--- src/rtl/ifft_pkg.sv ---
// ifft_pkg: shared constants, framing states and rescale helpers for the IFFT source deframer
package ifft_pkg;
  localparam int N_POINTS = 1024;
  localparam int CNT_W = 10;
  localparam int DATA_W = 8;
  localparam int OUT_W = 16;
  localparam int EXP_W = 6;
  localparam int FIFO_DEPTH = 16;
  localparam int READY_MARGIN = 4;
  localparam int SH_MAX = OUT_W - DATA_W;
  localparam int SH_W = $clog2(SH_MAX + 1);
  localparam logic [1:0] ERR_NONE = 2'b00;
  localparam logic [1:0] ERR_INVALID = 2'b01;
  typedef enum logic [1:0] {IDLE, IN_FRAME, DROP} state_t;
  typedef logic [SH_W-1:0] sh_t;
  // a negative block exponent means the core scaled down; undo it, bounded so nothing saturates
  function automatic sh_t shift_amt(input logic signed [EXP_W-1:0] e);
    int n;
    n = -int'(e);
    return sh_t'(n < 0 ? 0 : n > SH_MAX ? SH_MAX : n);
  endfunction
  function automatic logic [OUT_W-1:0] rescale(input logic signed [DATA_W-1:0] d, input sh_t sh);
    return OUT_W'(d) << sh;
  endfunction
endpackage

--- src/rtl/ifft_out_fifo.sv ---
// ifft_out_fifo: synchronous show-ahead FIFO with occupancy count; data reads as zero when empty
module ifft_out_fifo #(
  parameter int DEPTH = 16,
  parameter int W = 34
) (
  input  logic                   clk,
  input  logic                   rst,
  input  logic                   wr_en,
  input  logic [W-1:0]           din,
  input  logic                   rd_en,
  output logic [W-1:0]           dout,
  output logic                   empty,
  output logic                   full,
  output logic [$clog2(DEPTH):0] count
);
  localparam int AW = $clog2(DEPTH);
  logic [W-1:0] mem [DEPTH];
  logic [AW-1:0] wp, rp;
  logic wr, rd;
  assign rd = rd_en & !empty;
  assign wr = wr_en & (!full | rd);
  assign empty = count == '0;
  assign full = count == (AW+1)'(DEPTH);
  assign dout = empty ? '0 : mem[rp];
  always_ff @(posedge clk)
    if (wr) mem[wp] <= din;
  always_ff @(posedge clk)
    if (rst) begin
      wp <= '0;
      rp <= '0;
      count <= '0;
    end else begin
      wp <= wp + AW'(wr);
      rp <= rp + AW'(rd);
      count <= count + (AW+1)'(wr) - (AW+1)'(rd);
    end
endmodule

--- src/rtl/ifft_source_deframer.sv ---
// ifft_source_deframer: checks IFFT core output framing, rescales samples by the block
// exponent and buffers them for a valid/ready downstream with per-frame status.
module ifft_source_deframer
  import ifft_pkg::*;
(
  input  logic              clk,
  input  logic              reset,
  input  logic              source_valid,
  input  logic              source_sop,
  input  logic              source_eop,
  input  logic [DATA_W-1:0] source_real,
  input  logic [DATA_W-1:0] source_imag,
  input  logic [EXP_W-1:0]  source_exp,
  input  logic [1:0]        source_error,
  output logic              core_ready,
  output logic              out_valid,
  input  logic              out_ready,
  output logic [OUT_W-1:0]  out_real,
  output logic [OUT_W-1:0]  out_imag,
  output logic              out_sop,
  output logic              out_eop,
  output logic [CNT_W-1:0]  fft_out_cnt,
  output logic              frame_done,
  output logic              frame_err,
  output logic              overflow
);
  localparam int CW = $clog2(FIFO_DEPTH) + 1;
  localparam int FW = 2 * OUT_W + 2;
  state_t state, nxt;
  logic v1, sop1, eop1, v2, sop2, eop2;
  logic [DATA_W-1:0] re1, im1;
  logic [EXP_W-1:0] exp1, exp_q;
  logic [1:0] err1;
  logic [OUT_W-1:0] re2, im2;
  logic [CNT_W-1:0] cnt;
  logic start, last, bad, push, done_n, pop, full, empty;
  logic [CW-1:0] count;
  logic [FW-1:0] dout;
  sh_t sh;
  always_ff @(posedge clk) begin
    v1 <= reset ? 1'b0 : source_valid;
    sop1 <= source_sop;
    eop1 <= source_eop;
    re1 <= source_real;
    im1 <= source_imag;
    exp1 <= source_exp;
    err1 <= source_error;
  end
  assign start = sop1 && err1 == ERR_NONE;
  assign last = cnt == CNT_W'(N_POINTS - 1);
  // a clean sop always opens a frame, even when it also flags the previous one as broken
  always_comb begin
    nxt = state;
    push = 1'b0;
    bad = 1'b0;
    done_n = 1'b0;
    if (v1)
      case (state)
        IDLE: begin
          nxt = start ? IN_FRAME : DROP;
          push = start;
          bad = !start;
        end
        IN_FRAME: begin
          bad = sop1 || err1 != ERR_NONE || eop1 != last;
          push = !bad || start;
          done_n = !bad && eop1;
          nxt = start ? IN_FRAME : bad ? DROP : eop1 ? IDLE : IN_FRAME;
        end
        DROP: begin
          nxt = start ? IN_FRAME : eop1 ? IDLE : DROP;
          push = start;
        end
        default: nxt = IDLE;
      endcase
  end
  assign sh = shift_amt(start ? exp1 : exp_q);
  always_ff @(posedge clk)
    if (reset) begin
      state <= IDLE;
      cnt <= '0;
      exp_q <= '0;
      v2 <= 1'b0;
      frame_done <= 1'b0;
      frame_err <= 1'b0;
      overflow <= 1'b0;
      core_ready <= 1'b0;
    end else begin
      state <= nxt;
      v2 <= push;
      frame_done <= done_n;
      frame_err <= frame_err | bad;
      overflow <= overflow | (v2 & full & !pop);
      core_ready <= count <= CW'(FIFO_DEPTH - READY_MARGIN - 1);
      if (push) cnt <= start ? CNT_W'(1) : cnt + CNT_W'(1);
      if (push && start) exp_q <= exp1;
    end
  always_ff @(posedge clk) begin
    sop2 <= sop1;
    eop2 <= done_n;
    re2 <= rescale(re1, sh);
    im2 <= rescale(im1, sh);
  end
  ifft_out_fifo #(.DEPTH(FIFO_DEPTH), .W(FW)) u_fifo (
    .clk(clk),
    .rst(reset),
    .wr_en(v2),
    .din({sop2, eop2, re2, im2}),
    .rd_en(pop),
    .dout(dout),
    .empty(empty),
    .full(full),
    .count(count)
  );
  assign out_valid = !empty;
  assign pop = out_valid & out_ready;
  assign {out_sop, out_eop, out_real, out_imag} = dout;
  assign fft_out_cnt = cnt;
endmodule
--- config.mk ---
export PLATFORM = sky130hd
export DESIGN_NAME = ifft_source_deframer
export DESIGN_NICKNAME = d
export VERILOG_FILES = /design/src/rtl/ifft_pkg.sv /design/src/rtl/ifft_out_fifo.sv /design/src/rtl/ifft_source_deframer.sv
export SDC_FILE = /design/constraint.sdc
export NUM_CORES = 1
export LEC_CHECK = 0
export CELL_PAD_IN_SITES_DETAIL_PLACEMENT = 1
export CELL_PAD_IN_SITES_GLOBAL_PLACEMENT = 2
export CORE_MARGIN = 5
export CORE_UTILIZATION = 40
export CTS_CLUSTER_SIZE = 30
export DETAILED_ROUTE_END_ITERATION = 16
export PLACE_DENSITY_LB_ADDON = 0.1
export SLEW_MARGIN = 15
export SYNTH_ARGS = -nofsm -noshare
export SYNTH_HDL_FRONTEND = slang
export SYNTH_SLANG_ARGS = --single-unit
--- constraint.sdc ---
create_clock -name clk -period 15.67 [get_ports clk]
set_input_delay 3.9175 -clock clk [delete_from_list [all_inputs] [get_ports clk]]
set_output_delay 3.9175 -clock clk [all_outputs]
set_load 0.01 [all_outputs]
== Word-level counts from Yosys, hierarchy flattened ==
Memory sizes are Yosys's and may differ from the RTL's. A register that Yosys moved wholly into a read port is not among the register bits.
Index checks and enable logic that the tools add are counted.

* Add/sub/neg operators: 6
* Multiply operators: 0
* Div/mod/pow operators: 0
* $lt $le $gt $ge: 3
* Eq/ne operators: 5
* Shift-type cells: 2
* Muxes and demuxes: 21
* Bitwise operators: 8
* Reduce and logical (&&, ||, !) cells: 16

{| class="wikitable"
|+ Operators by type and width
! kind !! count
|-
| 34-bit two-way mux || 1
|-
| 32-bit by 5-bit greater-than comparator with 1-bit output (second input constant) || 1
|-
| 32-bit by 1-bit less-than comparator with 1-bit output (second input constant) || 1
|-
| 6-bit negation with 32-bit output || 1
|-
| 16-bit by 4-bit << shifter with 16-bit output || 2
|-
| 4-bit two-way mux || 3
|-
| 10-bit by 1-bit adder with 10-bit output (second input constant) || 1
|-
| 10-bit == test (second input constant) || 1
|-
| 10-bit two-way mux || 1
|-
| 2-bit two-way mux || 5
|-
| 4-bit by 1-bit adder with 4-bit output || 2
|-
| 1-bit two-way mux || 7
|-
| 6-bit two-way mux || 1
|-
| 2-bit one-hot mux with 3 select lines || 1
|-
| 5-bit by 1-bit adder with 5-bit output || 1
|-
| 1-bit AND || 5
|-
| 5-bit == test (second input constant) || 1
|-
| 5-bit by 4-bit <= comparator with 1-bit output (second input constant) || 1
|-
| 1-bit zero test || 5
|-
| 5-bit zero test || 1
|-
| 5-bit by 1-bit subtractor with 5-bit output || 1
|-
| 2-bit zero test || 2
|-
| 1-bit one-hot mux with 2 select lines || 2
|-
| 1-bit logical AND || 3
|-
| other kinds (7) || 11
|}

* Register bits: 97
* Latch bits: 0
* Memory bits (writable): 544
* ROM bits: 0
* Bits of input ports: 30
* Output and inout port bits: 49
* Word-level logic and storage cells: 84
* Memories kept: 1

{| class="wikitable"
|+ Memory list
! name !! words !! width !! read ports !! clocked after Yosys merged registers in !! wr ports !! RTL line !! RTL
|-
| u_fifo.mem || 16 || 34 || 1 || 1 || 1 || ifft_out_fifo.sv:17 || <nowiki>logic [W-1:0] mem [DEPTH];</nowiki>
|}

== Longest topological paths before layout ==
Gate-level depths: netlist (run 1).

* Word-level depth: 8
* Gate-level depth with buffers: 16
* Depth with buffers taken out: 16

== By module ==
A second synthesis (run 1) with hierarchy kept.

* Cells, all modules: 1311
* Area total of the unflattened synthesis: 25192.9 um2

{| class="wikitable"
|+ By module, submodules not included
! module !! times used !! cells an instance !! area each (um2) !! seq. area each (um2)
|-
| ifft_out_fifo || 1 || 927 || 21448.1 || 16595.9
|-
| ifft_source_deframer || 1 || 384 || 3744.8 || 1681.6
|}

== Worst setup path after synthesis (run 1) ==
No wires, ideal clock.

* Path type: input port to flip-flop
* Start point: input port out_ready
* End point: memory u_fifo.mem[0][0], enable pin
* Library setup time: 0.468 ns
* Arrival: 7.155 ns
* Required time: 15.202 ns
* Slack: 8.048 ns
* Cell stages on the path: 5
* Path buffers: 1
* Cells stage by stage: or3_1 -> and2_1 -> clkbuf_1 -> or3b_2 -> nor3_1

* Cells in the longest elaborated chain, start to end: 6

{| class="wikitable"
|+ Ends and longest elaborated chain
! element !! RTL line !! RTL
|-
| start, declared || ifft_source_deframer.sv:17 || <nowiki>input logic out_ready,</nowiki>
|-
| 1-bit AND || ifft_source_deframer.sv:116 || <nowiki>assign pop = out_valid & out_ready;</nowiki>
|-
| 1-bit AND || ifft_out_fifo.sv:20 || <nowiki>assign rd = rd_en & !empty;</nowiki>
|-
| 1-bit OR || ifft_out_fifo.sv:21 || <nowiki>assign wr = wr_en & (!full | rd);</nowiki>
|-
| 1-bit AND || ifft_out_fifo.sv:21 ||
|-
| 1-bit two-way mux || ifft_out_fifo.sv:26 || <nowiki>if (wr) mem[wp] <= din;</nowiki>
|-
| 1-bit two-way mux (not written as such) || ifft_out_fifo.sv:26 ||
|-
| end, declared || ifft_out_fifo.sv:17 ||
|}

No other way between the ends.

==> impl_metrics.yaml, run 1 <==
status:
  status: "finished clean"
global_routing:
  track_usage: 0.1840
  antenna_found_initial: 4
  grt_pass1_wl_um: 91740
  overflow: 0
  grt_pass1_vias: 13530
  grt_max_degree: 106
cts:
  postCtsHoldBufs: 0
  h-tree-depth: 3
  clock_sinks: 641
  cts-buffers-inserted: 71
  cts_resized: 0
  clkSlewWorstSetupHoldPaths_ns: 0.06
  post_cts.repair.setup_buffers: 0
  cts_tree: "yes"
  cts_root_buf: "clkbuf_16"
  clkLatencyLatePin_ns: 0.60
  clockBufferDepth: 3
routing:
  first_pass_iters: 5
  drc_errors: 0
  drt-initial-drc-count: 905
  wire_per_inst_um: 26.85
  vias_per_cell: 5.440
  vias: 12460
  final_antenna_net_count: 0
  wl_um: 61510
finish:
  final_area_um2: 29310
  final_nets: 1450
  fillers: 5663
  drive_gt1_frac: 0.2421
  diodes: 0
  area_growth_syn_to_layout_pct: 17.03
sta:
  min_period_ns: 8.346
  skew_ns: 0.02011
  worst_pin_slew_ns: 1.065
  setup_viol: 0
  period_share: 0.5326
  rsz0062_at_grt: "no"
  slew_viol_final: 0
  finalHoldViolations: 0
  relSlewSlack: 0.2901
  tns_ns: 0
  fmax_ghz: 0.1198
place:
  hpwl_um: 34760
  placed_area_um2: 26970
  routabilityCongestion: 0.7423
  portBuffers: 78
pwr:
  p_per_area_nw_per_um2: 150.4
  irDropWorstVdd_mv: 0.09686
  p_leak_uw: 0.009393
floorplanning:
  rows: 91
  die_y_um: 260.2
  die_w_um: 260.2
  start_util: 0.4051
  ios: 79
  core_um2: 61830
  die_area_um2: 67720
logic_synthesis:
  synth_seq_area_share: 0.7297
  avgSynthCellArea_um2: 19.57
  synth.ff_latch_count: 641
  syn_area_um2: 25050
  yosysWarnings: 0
  ys.flop_type: "edfxtp_1"
  synth-edff-count: 544
  synth.distinct_cells: 65
  async_flop_share: 0
  synthCells: 1280
  synth_nets: 1335
setup_path:
  cp-start-kind: "flop"
  critical_path_class: "reg -> out"
  arrival_ns: 4.43
  cp_max_fo: 67
  endpoint_kind: "primary output"
  required_ns: 11.75
min_path:
  min_path_type: "reg -> reg"
run:
  cap_violations: 0
-- state kept, by name (all words and copies together) (netlist names), 2 cells and up --
name          flops
exp1              6
re1               8
exp_q             6
im2              16
re2              16
u_fifo.rp         4
err1              2
im1               8
u_fifo.mem      544
u_fifo.count      5
state             2
u_fifo.wp         4
fft_out_cnt      10
-- synth_stat cells (6+ instances only) --
cell / number / area, um2
a211oi_1: 7 / 52.55
a21oi_1: 16 / 80.08
a22o_1: 8 / 70.07
a22oi_1: 13 / 97.59
and2_1: 7 / 43.79
buf_2: 13 / 65.06
clkbuf_1: 44 / 165.2
dfxtp_1: 97 / 1942
edfxtp_1: 544 / 16340
ha_1: 24 / 300.3
inv_1: 20 / 75.07
mux2_2: 6 / 67.56
mux2i_1: 17 / 170.2
mux4_2: 170 / 3829
nand2_1: 37 / 138.9
nand2b_1: 7 / 43.79
nand3_1: 24 / 120.1
nand3b_1: 6 / 45.04
nand4_1: 6 / 37.54
nor2_1: 60 / 225.2
nor2b_1: 46 / 287.8
nor3_1: 12 / 60.06
o21ai_0: 7 / 35.03
o22ai_1: 7 / 43.79
xor2_1: 13 / 113.9
-- path summary, 6_finish.rpt --
path                              startpoint           to  slack, ns  cells past startpoint
worst max register to register          sop1       im2[7]      10.49                     11
worst min-delay path                    sop1         sop2       0.42                      0
worst max-delay path            u_fifo.rp[1]  out_real[9]       7.32                      6
worst min register to register          sop1         sop2       0.42                      0
-- metrics by stage --
step                      setup WS, ns    util  instances  hold slack (ns)  power, uW
after floorplan                  8.048       -       1280           0.3540       2512
after global routing             7.058  0.4741       2291           0.4362       4609
after CTS                        7.136  0.4741       2291           0.4291       4480
after detailed placement         7.792  0.4362       2159           0.4131       2823
after global placement           7.813  0.4362       2159           0.4263       2813
final                            7.324  0.4741       2291           0.4198       4410
-- cell usage in the layout, fill, tap and decap left out, types with 8 or more instances in the layout --
| cell | netlist | routed |
|---|---|---|
| mux2i_1 | 17 | 16 |
| nor2_1 | 60 | 47 |
| a22o_1 | 8 | 8 |
| buf_4 | 1 | 28 |
| mux4_2 | 170 | 170 |
| edfxtp_1 | 544 | 544 |
| a22oi_1 | 13 | 13 |
| dfxtp_1 | 97 | 93 |
| nor2b_1 | 46 | 46 |
| clkbuf_8 | 0 | 9 |
| ha_1 | 24 | 24 |
| xor2_1 | 13 | 13 |
| a21oi_1 | 16 | 16 |
| clkbuf_16 | 0 | 75 |
| clkinv_2 | 0 | 14 |
| inv_1 | 20 | 20 |
| nor3_1 | 12 | 8 |
| nand3_1 | 24 | 24 |
| clkdlybuf4s50_1 | 0 | 78 |
| nor2_4 | 0 | 13 |
| nand2_1 | 37 | 37 |
| clkbuf_1 | 44 | 15 |
-- final cells by class --
type,instances,area [um2],area share
inverters,21,78.83,0.002689
multi-input cells,553,6540,0.2231
clock buffers,99,2057,0.07017
flip-flops and latches,641,18290,0.6240
repair buffers,107,1011,0.03449
well taps,837,1047,0.03572
clock inverters,33,287.8,0.009817
-- layer usage --
metal  GRT usage  share of wire  vias up
li1            -              -     5422
met1      0.2647           0.46     6691
met2      0.2977           0.48      276
met3     0.03049          0.043       74
met4     0.04285          0.015        0
met5           0              0        -
-- worst max-delay path, cell delays in order, from the launching register on --
cell and delay (ns):
dfxtp_4 0.57, buf_4 0.68, buf_4 0.89, mux4_2 0.42, mux4_2 0.48, nor2b_1 0.16
clkdlybuf4s50_1 0.54
-- cells by family (layout without fill, tap and decap cells) --
kind of cell	Yosys count	count (layout)	share of synthesized area
AOI/OAI and AO/OA	89	89	0.02682
xor gates and xnor gates	18	18	0.006294
adders and majority gates	25	25	0.01279
buffers and inverters	86	260	0.01404
DFF	641	641	0.7297
muxes	195	195	0.1635
and+or+nand+nor	226	226	0.04681
-- power by group --
part           total, uW  switching (uW)  internal [uW]
Sequential          1980            81.8           1900
Combinational        784             350            434
Clock               1650             661            987
(Power assumes the default switching activity.)
==> inputs of run 2 (changes only) <==
clock period = 7.5 ns   (was 15.67 ns; I/O delays follow)
==> impl_metrics.yaml, run 2 (same netlist as run 1, synthesis figures left out) <==
cts:
  h-tree-depth: 3
  postCtsHoldBufs: 0
  clkSlewWorstSetupHoldPaths_ns: 0.06
  clkLatencyLatePin_ns: 0.60
  clock_sinks: 641
  cts_tree: "yes"
  clockBufferDepth: 3
  post_cts.repair.setup_buffers: 0
  cts_root_buf: "clkbuf_16"
  cts_resized: 0
  cts-buffers-inserted: 69
routing:
  vias_per_cell: 5.424
  vias: 12380
  drc_errors: 0
  wire_per_inst_um: 26.75
  drt-initial-drc-count: 907
  first_pass_iters: 5
  wl_um: 61030
  final_antenna_net_count: 0
place:
  routabilityCongestion: 0.7634
  hpwl_um: 34090
  portBuffers: 78
  post-place-cells: 2155
global_routing:
  track_usage: 0.1830
  antenna_found_initial: 2
  grt_pass1_wl_um: 91290
  grt_max_degree: 54
  grt_pass1_vias: 13450
  overflow: 0
status:
  status: "finished clean"
finish:
  multiInputGateArea_um2: 6540
  diodes: 0
  regArea_um2: 18290
  reg_top3: "u_fifo.mem (544), im2 (16), re2 (16)"
  final_cell_mix: "edfxtp_1 (544), mux4_2 (170), dfxtp_1 (93)"
  regMostFlops: "u_fifo.mem"
  layout_commonest_cell: "edfxtp_1"
  final_nets: 1444
  largest_reg_flops: 544
  fillers: 5696
  stdcell_count: 2282
  area_growth_syn_to_layout_pct: 16.71
  drive_gt1_frac: 0.2367
sta:
  min_period_ns: 5.558
  slew_viol_final: 0
  whs_ns: 0.3870
  period_share: 0.7410
  skew_ns: 0.02235
  finalHoldViolations: 0
  tns_ns: 0
  worst_pin_slew_ns: 1.059
  relSlewSlack: 0.2927
  fmax_ghz: 0.1799
  rsz0062_at_grt: "no"
  setup_viol: 0
pwr:
  irDropWorstVdd_mv: 0.1698
  p_leak_uw: 0.009323
  p_int_uw: 6870
  clockPowerShare: 0.368
  power_frac_comb: 0.178
  seq_power_share: 0.454
  switchingPower_uw: 2288
  p_per_area_nw_per_um2: 313.3
  sw_frac_of_total: 0.2499
floorplanning:
  rows: 91
  core_um2: 61830
  ios: 79
  start_util: 0.4051
  die_w_um: 260.2
  die_y_um: 260.2
  die_area_um2: 67720
setup_path:
  required_ns: 5.62
  arrival_ns: 3.68
  cp_max_fo: 32
  endpoint_kind: "primary output"
  r2r_cells: 12
  critical_path_class: "reg -> out"
  cp-start-kind: "flop"
min_path:
  min_path_type: "reg -> reg"
  hold_path_depth: 0
run:
  cap_violations: 0
[run 2: changes by cell type in the layout (fill, tap and decap cells not counted), sizes merged]
cell	previous run	this run
buf	29	25
bufinv	4	6
clkbuf	99	90
clkinv	22	24
clkinvlp	3	5
inv	25	23
[run 2: area by class of cell]
| cell class | count | area share |
|---|---|---|
| inverter | 21 | 0.002696 |
| clock inverter | 37 | 0.01293 |
| clock buffer | 90 | 0.06424 |
| timing repair buffer | 103 | 0.03484 |
| multi-input combinational | 553 | 0.2237 |
| tap | 837 | 0.03582 |
| sequential | 641 | 0.6257 |
[run 2: per-stage QoR]
step                instance area, um2    util  setup WS [ns]  total power [uW]
CTS                              29230  0.4728          1.786              9316
detailed placement               26970  0.4363          2.168              5915
finish                           29230  0.4728          1.942              9159
floorplan                        25050       -          1.920              5249
global placement                 26970  0.4363          2.331              5895
global route                     29230  0.4728          1.685              9591
[run 2: power by group through the flow]
stage | registers, uW | clock network (uW) | logic (uW)
floorplan | 4100 | 0 | 1150
global placement | 4220 | 0 | 1670
detailed placement | 4240 | 0 | 1680
CTS | 4160 | 3470 | 1680
global route | 4180 | 3640 | 1770
finish | 4150 | 3370 | 1630
[run 2: critical path, cell delays in order, from the launching register on]
cell             delay [ns]
dfxtp_4                0.80
buf_4                  0.55
mux4_2                 0.58
mux4_2                 0.47
nor2b_1                0.15
clkdlybuf4s50_1        0.49
[run 2: metal layers]
layer,wire (um),up-vias,GRT usage
li1,-,5407,-
met1,28180,6632,0.2626
met2,29590,259,0.2979
met3,2319,77,0.02845
met4,933,2,0.04344
met5,13,-,0
[run 2: final timing paths]
kind	from	end	slack [ns]
setup / recovery	u_fifo.rp[0]	out_imag[11]	1.94
hold / removal	sop1	sop2	0.39
setup reg to reg	sop1	re2[8]	2.21
hold reg to reg	sop1	sop2	0.39
